<file path="src/rtl/alu_seq_pkg.sv">
// Shared definitions for the ALU operation sequencer: function codes, FSM states,
// flag bit positions and the queue entry width.
package alu_seq_pkg;

  localparam logic [3:0] FN_ADD  = 4'b0000;
  localparam logic [3:0] FN_SUB  = 4'b0001;
  localparam logic [3:0] FN_AND  = 4'b0100;
  localparam logic [3:0] FN_OR   = 4'b0101;
  localparam logic [3:0] FN_XOR  = 4'b0110;
  localparam logic [3:0] FN_SLL  = 4'b1000;
  localparam logic [3:0] FN_SRL  = 4'b1001;
  localparam logic [3:0] FN_SRA  = 4'b1010;
  localparam logic [3:0] FN_PASS = 4'b1111;

  typedef enum logic [1:0] {
    S_IDLE = 2'd0,
    S_EXEC = 2'd1,
    S_OUT  = 2'd2
  } state_t;

  localparam int FLAG_Z = 3;
  localparam int FLAG_N = 2;
  localparam int FLAG_C = 1;
  localparam int FLAG_V = 0;

  // Entry layout is {func, a, b, chain}.
  function automatic int entry_w(input int dw);
    return 4 + 2 * dw + 1;
  endfunction

endpackage

</file>
<file path="src/rtl/alu_seq_fifo.sv">
// Synchronous FIFO with registered storage; pointers carry one extra wrap bit
// so full and empty are distinguished without a counter.
module alu_seq_fifo #(
  parameter int W     = 13,
  parameter int DEPTH = 4
) (
  input  logic         clk,
  input  logic         rst_n,
  input  logic         wr_en,
  input  logic [W-1:0] wr_data,
  input  logic         rd_en,
  output logic [W-1:0] rd_data,
  output logic         full,
  output logic         empty
);

  localparam int AW = $clog2(DEPTH);

  logic [W-1:0] mem [DEPTH];
  logic [AW:0]  wr_ptr;
  logic [AW:0]  rd_ptr;

  assign empty   = (wr_ptr == rd_ptr);
  assign full    = (wr_ptr[AW] != rd_ptr[AW]) && (wr_ptr[AW-1:0] == rd_ptr[AW-1:0]);
  assign rd_data = mem[rd_ptr[AW-1:0]];

  always_ff @(posedge clk or negedge rst_n) begin
    if (!rst_n) begin
      wr_ptr <= '0;
      rd_ptr <= '0;
    end else begin
      if (wr_en && !full)  wr_ptr <= wr_ptr + (AW+1)'(1);
      if (rd_en && !empty) rd_ptr <= rd_ptr + (AW+1)'(1);
    end
  end

  always_ff @(posedge clk) begin
    if (wr_en && !full) mem[wr_ptr[AW-1:0]] <= wr_data;
  end

endmodule

</file>
<file path="src/rtl/alu_op_sequencer.sv">
// Queues ALU ops, drives registered operands into an external combinational ALU,
// captures result/flags one cycle later and hands them off on a valid/ready port.
module alu_op_sequencer
  import alu_seq_pkg::*;
#(
  parameter int DW         = 4,
  parameter int FIFO_DEPTH = 4,
  parameter int CNT_W      = 8
) (
  input  logic             clk,
  input  logic             rst_n,
  input  logic             ena,
  input  logic             op_valid,
  output logic             op_ready,
  input  logic [3:0]       op_func,
  input  logic [DW-1:0]    op_a,
  input  logic [DW-1:0]    op_b,
  input  logic             op_chain,
  output logic [DW-1:0]    alu_a,
  output logic [DW-1:0]    alu_b,
  output logic [3:0]       alu_func,
  input  logic [DW-1:0]    alu_y,
  input  logic [3:0]       alu_flags,
  output logic             res_valid,
  input  logic             res_ready,
  output logic [DW-1:0]    res_data,
  output logic [3:0]       res_flags,
  output logic [DW-1:0]    acc_out,
  output logic             busy,
  output logic [CNT_W-1:0] ops_done
);

  localparam int EW = entry_w(DW);

  typedef struct packed {
    logic [3:0]    func;
    logic [DW-1:0] a;
    logic [DW-1:0] b;
    logic          chain;
  } entry_t;

  entry_t        wr_ent;
  entry_t        head;
  logic [EW-1:0] head_raw;
  logic          full;
  logic          empty;
  logic          pop;
  state_t        state;
  logic [DW-1:0] acc;

  assign wr_ent   = '{func: op_func, a: op_a, b: op_b, chain: op_chain};
  assign head     = entry_t'(head_raw);
  assign op_ready = !full;
  assign busy     = !empty || (state != S_IDLE);
  assign acc_out  = acc;

  // A pop may happen from IDLE, or from OUT on the same edge the result is taken.
  assign pop = ena && !empty &&
               ((state == S_IDLE) || ((state == S_OUT) && res_ready));

  alu_seq_fifo #(
    .W     (EW),
    .DEPTH (FIFO_DEPTH)
  ) u_fifo (
    .clk     (clk),
    .rst_n   (rst_n),
    .wr_en   (op_valid && op_ready),
    .wr_data (EW'(wr_ent)),
    .rd_en   (pop),
    .rd_data (head_raw),
    .full    (full),
    .empty   (empty)
  );

  always_ff @(posedge clk or negedge rst_n) begin
    if (!rst_n) begin
      state     <= S_IDLE;
      alu_a     <= '0;
      alu_b     <= '0;
      alu_func  <= FN_PASS;
      res_valid <= 1'b0;
      res_data  <= '0;
      res_flags <= '0;
      acc       <= '0;
      ops_done  <= '0;
    end else begin
      case (state)
        S_IDLE: begin
          if (pop) begin
            alu_a    <= head.chain ? acc : head.a;
            alu_b    <= head.b;
            alu_func <= head.func;
            state    <= S_EXEC;
          end
        end
        S_EXEC: begin
          res_data  <= alu_y;
          res_flags <= alu_flags;
          acc       <= alu_y;
          res_valid <= 1'b1;
          state     <= S_OUT;
        end
        S_OUT: begin
          if (res_ready) begin
            res_valid <= 1'b0;
            ops_done  <= ops_done + CNT_W'(1);
            if (pop) begin
              // acc already holds the result being handed off, so chaining sees it.
              alu_a    <= head.chain ? acc : head.a;
              alu_b    <= head.b;
              alu_func <= head.func;
              state    <= S_EXEC;
            end else begin
              state <= S_IDLE;
            end
          end
        end
        default: state <= S_IDLE;
      endcase
    end
  end

endmodule

</file>
<file path="config.mk">
export PLATFORM = sky130hd
export DESIGN_NAME = alu_op_sequencer
export DESIGN_NICKNAME = d
export VERILOG_FILES = /design/src/rtl/alu_seq_pkg.sv /design/src/rtl/alu_seq_fifo.sv /design/src/rtl/alu_op_sequencer.sv
export SDC_FILE = /design/constraint.sdc
export NUM_CORES = 1
export LEC_CHECK = 0
export CAP_MARGIN = 40
export CORE_MARGIN = 5
export CORE_UTILIZATION = 52
export DETAILED_ROUTE_END_ITERATION = 8
export GPL_TIMING_DRIVEN = 0
export PLACE_DENSITY = 0.79
export SLEW_MARGIN = 15
export SYNTH_ARGS = -nofsm -noshare
export SYNTH_HDL_FRONTEND = slang
export SYNTH_SLANG_ARGS = --single-unit
</file>
<file path="constraint.sdc">
create_clock -name clk -period 2.6 [get_ports clk]
set_input_delay 0.39 -clock clk [delete_from_list [all_inputs] [get_ports clk]]
set_output_delay 0.39 -clock clk [all_outputs]
set_load 0.02 [all_outputs]
</file>
==> results by group <==
Run status
  – Status: finished clean

Yosys
  – Synth Instances: 198
  – Synthesized Nets: 230
  – Synthesized flop and latch total: 89
  – Top-area cell type share of the netlist area: 0.440
  – Post-synthesis simple-gate area fraction: 0.0483
  – Mapped Area: about 0.0035 mm^2
  – Distinct cells, synth: 31
  – Largest cells by area after synthesis: edfxtp_1 (44%), dfrtp_1 (23%), mux4_2 (8.3%)
  – Post-synthesis compound-gate area fraction: 0.0148
  – Register area share after synthesis: 0.702
  – Synth warnings: 0
  – Post-synthesis xor/xnor area fraction: 0.0413
  – Share of flip-flops with an asynchronous set or reset: 0.416
  – Mux share of post-synthesis cell area: 0.148
  – Syn Area/Cell: 17.9 um^2
  – Dominant synthesized flop cell: edfxtp_1
  – Yosys top cell by area: edfxtp_1
  – Adder-Cell Fraction of Synth Area: 0.0212
  – Largest family of logic cells by synthesized area: multiplexers
  – Number of flops mapped to enable cells by yosys: between 50 and 60

Placed design
  – Placed wire-length estimate: roughly 4.2 mm
  – Placer Congestion: 0.725
  – Cell Count Post-Placement: approximately 340
  – Buffers on Ports: 60

Worst setup path
  – Critical Path End Type: primary output
  – Reg2Reg Capture Point: u_fifo.mem[3][5]
  – CP Max Fanout: 6
  – Reg2reg start: u_fifo.rd_ptr[0]
  – Crit Path Class: register to primary output
  – Critical Path Source Type: register
  – Worst path arrival time: roughly 1.9 ns
  – R2r worst-path depth: 4
  – Req. time, crit path: 2.21 ns
  – R2R setup slack: 0.46 ns

Global route
  – Total GRT Usage: 0.161
  – Largest net degree at the start of global routing: 31
  – Gr ovfl total: 0
  – GRT met1 Usage: 0.213
  – Initial antenna violation count: 0
  – Global-route wire length before repair: 10.3 mm
  – Number of global-route vias before repair: 1978
  – Met3 Usage GRT: 0.0349
  – Global Route met2 Usage: 0.256
  – GR peak layer: met2

Timing
  – Worst Max-Slew Pin Slew: 0.730 ns
  – RSZ-0062 raised after global routing: no
  – Tcrit/Tclk final: 0.876
  – WHS: 0.411 ns
  – Slew Limit Fails: 0
  – Final Hold Viols: 0
  – Fmax: 439 MHz
  – Final number of setup-violating endpoints: 0
  – Clock Skew: between 0.01 and 0.015 ns
  – Minimum clock period: 2.28 ns
  – Setup TNS Final: 0 ns
  – Worst slew margin: 0.514

Detailed routing
  – Drt pass-1 iters: 4
  – Detailed-route via count: 1911
  – Post-route ant nets: 0
  – Starting DRT DRC Count: 73
  – DRC: 0
  – Routed WL: 6.18 mm
  – Routed length per instance: roughly 17 um
  – Vias/cell: approximately 5.4

CTS
  – Clk buf depth: 2
  – Clock latency on the worst-skew pair: 0.36 ns
  – TritonCTS buffer count: 9
  – CTS sink cnt: 89
  – CTS clk-pin slew, worst paths: 0.09 ns
  – CTS tree: done
  – H-tree Lvls: 3
  – Root Buffer: clkbuf_8

Layout
  – Most frequent cells in the layout: clkdlybuf4s50_1 (59), edfxtp_1 (52), dfrtp_1 (33), mux2_2 (17), mux4_2 (13)
  – Share of cells above drive strength 1: 0.243
  – Utilization after layout: 0.663
  – Area occupied by multi-input gates: 970 um^2
  – Most common cell after layout, fill and taps aside: clkdlybuf4s50_1
  – Area delta synth->final: 25.6%
  – Ant diodes: 0
  – Final Non-Filler Cells: 356
  – Final net count: between 300 and 400
  – Filler Cell Count: 470
  – Register area: 0.00249 mm^2

Floorplanning
  – Row cnt: 30
  – I/O pin total: slightly above 60
  – Chip Height: 92.6 um
  – Floorplan core area: 0.00672 mm^2
  – Initial Util: 0.528
  – Die Area: about 0.0086 mm^2
  – Die X: 92.6 um

Run
  – Max-Cap Viols: 0

Pwr
  – Total power: 5.37 mW
  – Lkg Pwr: 1.68 nW
  – PwrDens: 1200 mW/mm^2
  – Worst VDD drop: roughly 440 uV

Hold path
  – Hold/Removal Path Class: input port to async pin
==> area by class of cell <==
cell class,instances,area share
sequential,89,0.559
multi-input combinational,95,0.218
timing repair buffer,62,0.140
clock buffer,9,0.0278
tap,80,0.0225
buffer,11,0.0168
clock inverter,7,0.0132
inverter,3,0.00253
==> worst max-delay path by stage <==
stage | startpoint | to | slack [ns] | cells after the start
after global placement | rst_n | alu_b[3] | 0.25 | 1
after floorplan | u_fifo.rd_ptr[0] | u_fifo.mem[3][0] | 0.79 | 4
final | u_fifo.rd_ptr[0] | busy | 0.32 | 4
after global routing | u_fifo.rd_ptr[0] | busy | 0.21 | 4
after detailed placement | op_valid | u_fifo.mem[3][4] | 0.30 | 4
after CTS | u_fifo.rd_ptr[0] | busy | 0.27 | 4
==> repair_timing <==
item                                   4_1_cts  5_1_grt
buffers inserted                             0        0
hold buffers                                 1        0
endpoints found under the hold margin        7        0
resized for setup                            0        0
==> critical path, stage by stage (launching register included) <==
cell and delay (ns):
dfrtp_1 0.40, buf_4 0.19, xnor2_2 0.26, nand4_1 0.13, clkdlybuf4s50_1 0.56
==> power by group <==
group	switching (mW)	internal (mW)
clock	0.527	0.366
combinational	1.08	1.16
sequential	0.245	1.99
==> per-layer routing <==
metal	vias to the layer above	share of wire	wire length, um
li1	886	-	-
met2	58	0.49	3030
met4	0	0.018	114
met3	10	0.061	379
met5	-	0	0
met1	957	0.43	2660
==> logic make-up (layout without fill, tap and decap cells) <==
group / Yosys count / after routing
AO/OA/AOI/OAI: 7 / 7
XOR/XNOR: 15 / 15
adder cells (fa/ha/maj): 6 / 6
buffers and inverters: 14 / 92
flip-flops: 89 / 89
multiplexers: 34 / 34
AND/OR/NAND/NOR: 33 / 33
==> sequential cells by signal, summed over array words and instances (netlist names) <==
signal,flops
u_fifo.mem,52
ops_done,8
acc_out,4
alu_a,4
alu_b,4
alu_func,4
res_flags,4
u_fifo.rd_ptr,3
u_fifo.wr_ptr,3
state,2
res_valid,1
==> synthesized netlist by cell type (2+ instances only) <==
| library cell | instances |
|---|---|
| edfxtp_1 | 52 |
| dfrtp_1 | 33 |
| mux2_2 | 17 |
| mux4_2 | 13 |
| xnor2_1 | 9 |
| nor2_1 | 8 |
| buf_4 | 6 |
| ha_1 | 6 |
| nand2_1 | 6 |
| a21oi_1 | 4 |
| and2_1 | 4 |
| dfstp_2 | 4 |
| mux2i_1 | 4 |
| nand3_1 | 4 |
| xor2_1 | 4 |
| buf_2 | 3 |
| inv_1 | 3 |
| nand4_1 | 3 |
| nor2b_1 | 2 |
| xnor2_2 | 2 |
==> stage by stage <==
| step | setup slack (ns) | area (um^2) |
|---|---|---|
| after global routing | 0.207 | 4460 |
| final | 0.322 | 4460 |
| after floorplan | 0.785 | 3550 |
| after global placement | 0.249 | 4250 |
| after detailed placement | 0.299 | 4260 |
| after CTS | 0.272 | 4460 |
No activity file was read; power rests on OpenSTA's default activity.
